**src/rtl/axi_rd_responder.sv**
```systemverilog
// AXI4 read-channel responder: queues AR requests in order and, after a fixed
// latency, replays each one as an R burst whose data is the beat address.
module axi_rd_responder #(
  parameter int ADDR_BITS       = 64,
  parameter int BURST_LEN_WIDTH = 8,
  parameter int TID_WIDTH       = 8,
  parameter int DATA_WIDTH      = 64,
  parameter int LOG_QUEUE_SIZE  = 3,
  parameter int READ_LATENCY    = 4,
  parameter int BYTES_PER_BEAT  = 8
) (
  input  logic                       clk,
  input  logic                       resetN,
  input  logic                       en,
  input  logic                       ar_valid,
  output logic                       ar_ready,
  input  logic [ADDR_BITS-1:0]       ar_addr,
  input  logic [BURST_LEN_WIDTH-1:0] ar_len,
  input  logic [TID_WIDTH-1:0]       ar_id,
  output logic                       r_valid,
  input  logic                       r_ready,
  output logic [DATA_WIDTH-1:0]      r_data,
  output logic [TID_WIDTH-1:0]       r_id,
  output logic                       r_last,
  output logic [LOG_QUEUE_SIZE:0]    q_count
);

  localparam int DEPTH = 1 << LOG_QUEUE_SIZE;
  // Latency counter must hold READ_LATENCY; keep at least one bit so 0 is legal.
  localparam int LAT_W = (READ_LATENCY < 1) ? 1 : $clog2(READ_LATENCY + 1);
  localparam logic [LAT_W-1:0] LAT_LOAD = LAT_W'(READ_LATENCY);
  localparam logic [LOG_QUEUE_SIZE:0] FULL_COUNT = {1'b1, {LOG_QUEUE_SIZE{1'b0}}};

  typedef enum logic [1:0] {
    S_IDLE  = 2'd0,
    S_WAIT  = 2'd1,
    S_BURST = 2'd2
  } state_e;

  // Request storage
  logic [ADDR_BITS-1:0]       memAddr [DEPTH];
  logic [BURST_LEN_WIDTH-1:0] memLen  [DEPTH];
  logic [TID_WIDTH-1:0]       memId   [DEPTH];

  logic [LOG_QUEUE_SIZE-1:0] wrPtr_q, wrPtr_d;
  logic [LOG_QUEUE_SIZE-1:0] rdPtr_q, rdPtr_d;
  logic [LOG_QUEUE_SIZE:0]   count_q, count_d;

  state_e                     state_q, state_d;
  logic [LAT_W-1:0]           latCnt_q, latCnt_d;
  logic [BURST_LEN_WIDTH-1:0] beat_q, beat_d;
  logic [ADDR_BITS-1:0]       actAddr_q, actAddr_d;
  logic [BURST_LEN_WIDTH-1:0] actLen_q, actLen_d;
  logic [TID_WIDTH-1:0]       actId_q, actId_d;

  logic                 push;
  logic                 pop;
  logic                 lastBeat;
  logic [ADDR_BITS-1:0] beatAddr;

  // ar_ready comes from the registered count, so a pop while full only
  // re-opens the queue on the following cycle.
  assign ar_ready = (count_q != FULL_COUNT);
  assign push     = ar_valid && ar_ready;
  assign pop      = (state_q == S_IDLE) && en && (count_q != '0);
  assign q_count  = count_q;

  assign lastBeat = (beat_q == actLen_q);
  assign beatAddr = actAddr_q + (ADDR_BITS'(beat_q) * ADDR_BITS'(BYTES_PER_BEAT));

  // Outputs are zero outside a burst so reset and idle look identical.
  assign r_valid = (state_q == S_BURST);
  assign r_data  = r_valid ? DATA_WIDTH'(beatAddr) : '0;
  assign r_id    = r_valid ? actId_q : '0;
  assign r_last  = r_valid && lastBeat;

  // Request payload RAM; contents are only meaningful under the count.
  always_ff @(posedge clk) begin
    if (push) begin
      memAddr[wrPtr_q] <= ar_addr;
      memLen[wrPtr_q]  <= ar_len;
      memId[wrPtr_q]   <= ar_id;
    end
  end

  // Queue pointer and occupancy next-state; pointers wrap at the depth.
  always_comb begin
    wrPtr_d = wrPtr_q;
    rdPtr_d = rdPtr_q;
    count_d = count_q;
    if (push) begin
      wrPtr_d = wrPtr_q + 1'b1;
    end
    if (pop) begin
      rdPtr_d = rdPtr_q + 1'b1;
    end
    if (push && !pop) begin
      count_d = count_q + 1'b1;
    end else if (pop && !push) begin
      count_d = count_q - 1'b1;
    end
  end

  // Burst FSM: IDLE pops a request, WAIT burns the latency, BURST emits beats.
  always_comb begin
    state_d   = state_q;
    latCnt_d  = latCnt_q;
    beat_d    = beat_q;
    actAddr_d = actAddr_q;
    actLen_d  = actLen_q;
    actId_d   = actId_q;
    case (state_q)
      S_IDLE: begin
        if (pop) begin
          actAddr_d = memAddr[rdPtr_q];
          actLen_d  = memLen[rdPtr_q];
          actId_d   = memId[rdPtr_q];
          beat_d    = '0;
          latCnt_d  = LAT_LOAD;
          state_d   = S_WAIT;
        end
      end
      S_WAIT: begin
        if (latCnt_q == '0) begin
          state_d = S_BURST;
        end else begin
          latCnt_d = latCnt_q - 1'b1;
        end
      end
      S_BURST: begin
        if (r_ready) begin
          if (lastBeat) begin
            state_d = S_IDLE;
          end else begin
            beat_d = beat_q + 1'b1;
          end
        end
      end
      default: begin
        state_d = S_IDLE;
      end
    endcase
  end

  // State and queue registers; reset discards queued and active requests.
  always_ff @(posedge clk or negedge resetN) begin
    if (!resetN) begin
      wrPtr_q   <= '0;
      rdPtr_q   <= '0;
      count_q   <= '0;
      state_q   <= S_IDLE;
      latCnt_q  <= '0;
      beat_q    <= '0;
      actAddr_q <= '0;
      actLen_q  <= '0;
      actId_q   <= '0;
    end else begin
      wrPtr_q   <= wrPtr_d;
      rdPtr_q   <= rdPtr_d;
      count_q   <= count_d;
      state_q   <= state_d;
      latCnt_q  <= latCnt_d;
      beat_q    <= beat_d;
      actAddr_q <= actAddr_d;
      actLen_q  <= actLen_d;
      actId_q   <= actId_d;
    end
  end

endmodule

```
**config.mk**
```make
export PLATFORM = sky130hd
export DESIGN_NAME = axi_rd_responder
export DESIGN_NICKNAME = d
export VERILOG_FILES = /design/src/rtl/axi_rd_responder.sv
export SDC_FILE = /design/constraint.sdc
export NUM_CORES = 1
export LEC_CHECK = 0
export BUFFER_PORTS_ARGS = -buffer_cell sky130_fd_sc_hd__buf_2
export CORE_MARGIN = 4
export CORE_UTILIZATION = 65
export CTS_CLUSTER_DIAMETER = 40
export DETAILED_ROUTE_END_ITERATION = 8
export HOLD_SLACK_MARGIN = 0.05
export PLACE_DENSITY = 0.84
export SLEW_MARGIN = 20
export SYNTH_ARGS = -nofsm -noshare
export SYNTH_HDL_FRONTEND = slang
export SYNTH_SLANG_ARGS = --single-unit
```
**constraint.sdc**
```tcl
create_clock -name clk -period 14.5 [get_ports clk]
set_input_delay 4.35 -clock clk [delete_from_list [all_inputs] [get_ports clk]]
set_output_delay 4.35 -clock clk [all_outputs]
set_load 0.05 [all_outputs]
```
==> impl_summary.log <==
INFO  metric synthesis.yosys.warnings = 0
INFO  metric grt_pass1_vias = between 15000 and 20000
INFO  metric routedLengthMet1 = 26.3 mm
INFO  metric clock-sinks = approximately 740
INFO  metric worstPathRequired = 10.15 ns
INFO  metric portBuffers = ~160
INFO  metric timing.final.crit_share = around 58%
INFO  metric r2r_setup_slack = around 11 ns
INFO  metric placed_cells_incl_taps = around 2300
INFO  metric floorplan.initialDensity = approximately 66%
INFO  metric maxUsedRoutingLayer = met5
INFO  metric final-instance-count-excl-fill = 2527
INFO  metric tritoncts.num_buffers = 91
INFO  metric path_clk_slew = 0.06 ns
INFO  metric max-clock-path-buffers = 3
INFO  metric area_growth = 15.3%
INFO  metric post_cts.repair.setup_buffers = 0
INFO  metric post_dr_wirelength_cell = 29.0 um
INFO  metric initialDrtViolationCount = 2029
INFO  metric route.detailed.drc = 0
INFO  metric asyncSetResetFlopFracSynth = 13.9%
INFO  metric ioPinCount = between 150 and 200
INFO  metric die_w = between 200 and 250 um
INFO  metric row_count = 78
INFO  metric gr-usage-all-layers = 29.7%
INFO  metric totalNegativeSetupSlack = 0 ns
INFO  metric finalCriticalPeriod = 8.39 ns
INFO  metric design.core.area = around 45000 sq um
INFO  metric grt_start_max_net_pins = 96
INFO  metric routed-wl-met2 = 37.0 mm
INFO  metric ctsHoldBuffers = 0
INFO  metric yosysUniqueCellTypes = 58
INFO  metric die_area = ~50000 sq um
INFO  metric drt_pass1_iterations = 6
INFO  metric max_freq = between 0.1 and 0.15 GHz
INFO  metric antenna_violations_before_repair = 12
INFO  metric netlist.top_cell.by_area = edfxtp_1
INFO  metric routabilityCongestion = about 0.83
INFO  metric timing.final.hold_violations = 0
INFO  metric global_route.overflow_total = 0
INFO  metric synth_seq_area_share = 72.7%
INFO  metric antenna_left = 0
INFO  metric post_route_cells_drive_above_1_share = 28.1%
INFO  metric synth_enable_flop_cells = 640
INFO  metric worstSkewPairLatency = 0.62 ns
INFO  metric synthesis.nets = around 1700
INFO  metric p_per_area = 207 nW/um^2
INFO  metric routed_wl = 73.2 mm
INFO  metric timing.final.ws_setup = 6.11 ns
INFO  metric post_synth_most_frequent_cells = edfxtp_1, mux4_2, nand2_1
INFO  metric grt_first_pass_wirelength = 110 mm
INFO  metric min_path_type = flip-flop to flip-flop
INFO  metric dr_total_vias = roughly 17000
INFO  metric power.leakage = 12.1 nW
INFO  metric clock_tree.htree_level_count = 3
INFO  metric synth.area.top_cells = edfxtp_1, mux4_2, dfrtp_1
INFO  metric rsz0062_at_grt = false
INFO  metric root_buffer_master = clkbuf_16
INFO  metric synthesis.area = between 20000 and 30000 sq um
INFO  metric cts_tree = done
INFO  metric routed_via_density = 6.68
INFO  metric worst_clock_skew = between 0.015 and 0.02 ns
INFO  metric cts_resized = 0
INFO  metric finalNetCount = 1943
INFO  metric most_frequent_cell_after_synthesis = edfxtp_1
INFO  metric crit_arrival = 4.04 ns
INFO  metric hpwlAfterDp = 40.0 mm
INFO  metric final_core_util = 76.0%
INFO  metric finalMaxSlewViolations = 0
INFO  metric ys_ff_latch = between 700 and 800
INFO  metric wl_met3 = 7.35 mm
INFO  metric die_h = around 220 um
INFO  metric yosys_most_used_dff = edfxtp_1
INFO  metric slew_headroom = 27.6%
INFO  metric worst_pin_slew = 1.08 ns
INFO  metric crit_type = flip-flop to primary output
INFO  metric start_kind = flip-flop
INFO  metric report.final.setup_viol = 0
INFO  metric synth_area_per_cell = between 15 and 20 sq um
INFO  metric outcome = finished clean
INFO  metric cp-end-kind = primary output
INFO  metric dpl_worst_slack = roughly 7 ns
INFO  metric vdd_ir_drop_max = ~0.19 mV
INFO  metric synthesis.instances = 1642
INFO  metric path_max_fanout = 30
INFO  metric synthDominantCellAreaShare = 64.1%
INFO  metric timing.max_cap.violations = 0
==> per-layer routing <==
layer	vias to the layer above	global-route usage [%]
li1	7012	-
met2	1038	48.4
met3	175	6.74
met4	6	10.6
met1	8660	40.4
met5	-	0
==> sequential cells by signal, summed over array words and instances (netlist names) <==
signal and flops:
latCnt_q 3, beat_q 8, rdPtr_q 3, actAddr_q 64
q_count 4, memAddr 512, memId 64, actId_q 8
wrPtr_q 3, memLen 64, state_q 2, actLen_q 8
==> layout by cell type (no fill, tap or decap), types with 4 or more instances in the layout <==
master	n
nand2_1	125
clkbuf_16	95
nor3_1	5
nor2_1	39
dfrtp_1	100
xnor2_1	22
buf_2	162
or3_1	7
a211oi_1	7
clkinv_4	7
clkinv_2	9
o21ai_0	94
inv_1	15
nor2_4	6
clkinvlp_4	12
nor4_1	6
a21oi_1	39
and2_1	19
ha_1	16
xor2_1	20
diode_2	8
edfxtp_1	640
a21o_1	5
nand2b_1	6
and4_1	4
nand3_1	21
mux2_2	4
bufinv_16	5
nand4_1	13
mux4_2	160
o31ai_1	21
clkbuf_1	13
inv_6	18
mux2i_1	85
clkbuf_8	4
clkinv_1	4
buf_4	28
or4_1	21
and3_1	7
==> logic make-up after synthesis <==
family | share of synthesized area [%]
AOI/OAI and AO/OA | 3.93
xor gates and xnor gates | 1.23
adders and majority gates | 0.802
buffers and inverters | 1.46
DFF | 72.7
muxes | 15.0
and+or+nand+nor | 4.85
==> per-stage QoR <==
stage / power, W / hold slack [ns] / instance area [sq um]
after floorplan: 0.00433 / 0.442 / 30000
after global placement: 0.00478 / 0.456 / 31400
after detailed placement: 0.00486 / 0.463 / 31400
after CTS: 0.00716 / 0.476 / 34500
after global routing: 0.00744 / 0.527 / 34600
final: 0.00715 / 0.466 / 34600
==> power breakdown <==
group	switching (W)	total (W)	internal, W
clock network	0.000926	0.00226	0.00133
logic	0.00106	0.00182	0.000765
registers	0.000318	0.00307	0.00275
total	0.00230	0.00715	0.00485
==> final cells by class <==
type / count / area [sq um]
Antenna cell: 8 / 20.0
Clock buffer: 112 / 2480
Clock inverter: 60 / 591
Fill cell: 2471 / 10900
Inverter: 15 / 56.3
Multi-Input combinational cell: 798 / 7820
Sequential cell: 743 / 21800
Tap cell: 600 / 751
Timing Repair Buffer: 191 / 1050
==> final timing paths <==
| path | to | cells past startpoint | startpoint |
|---|---|---|---|
| setup / recovery | r_data[53] | 9 | beat_q[0] |
| hold / removal | actAddr_q[1] | 2 | actAddr_q[1] |
| setup reg to reg | actAddr_q[32] | 5 | rdPtr_q[1] |
| hold reg to reg | actAddr_q[1] | 2 | actAddr_q[1] |
| max in group asynchronous | rdPtr_q[0] | 2 | resetN |
| min in group asynchronous | actAddr_q[59] | 1 | resetN |
==> worst max-delay path, stage by stage (launching register included) <==
cell and delay (ns):
dfrtp_1 0.46, ha_1 0.30, fa_1 0.44, a21o_1 0.22, a221o_1 0.42, o211ai_2 0.18
buf_4 0.40, o21ai_0 0.15, a21oi_1 0.46, buf_2 0.37
(Power assumes the default switching activity.)
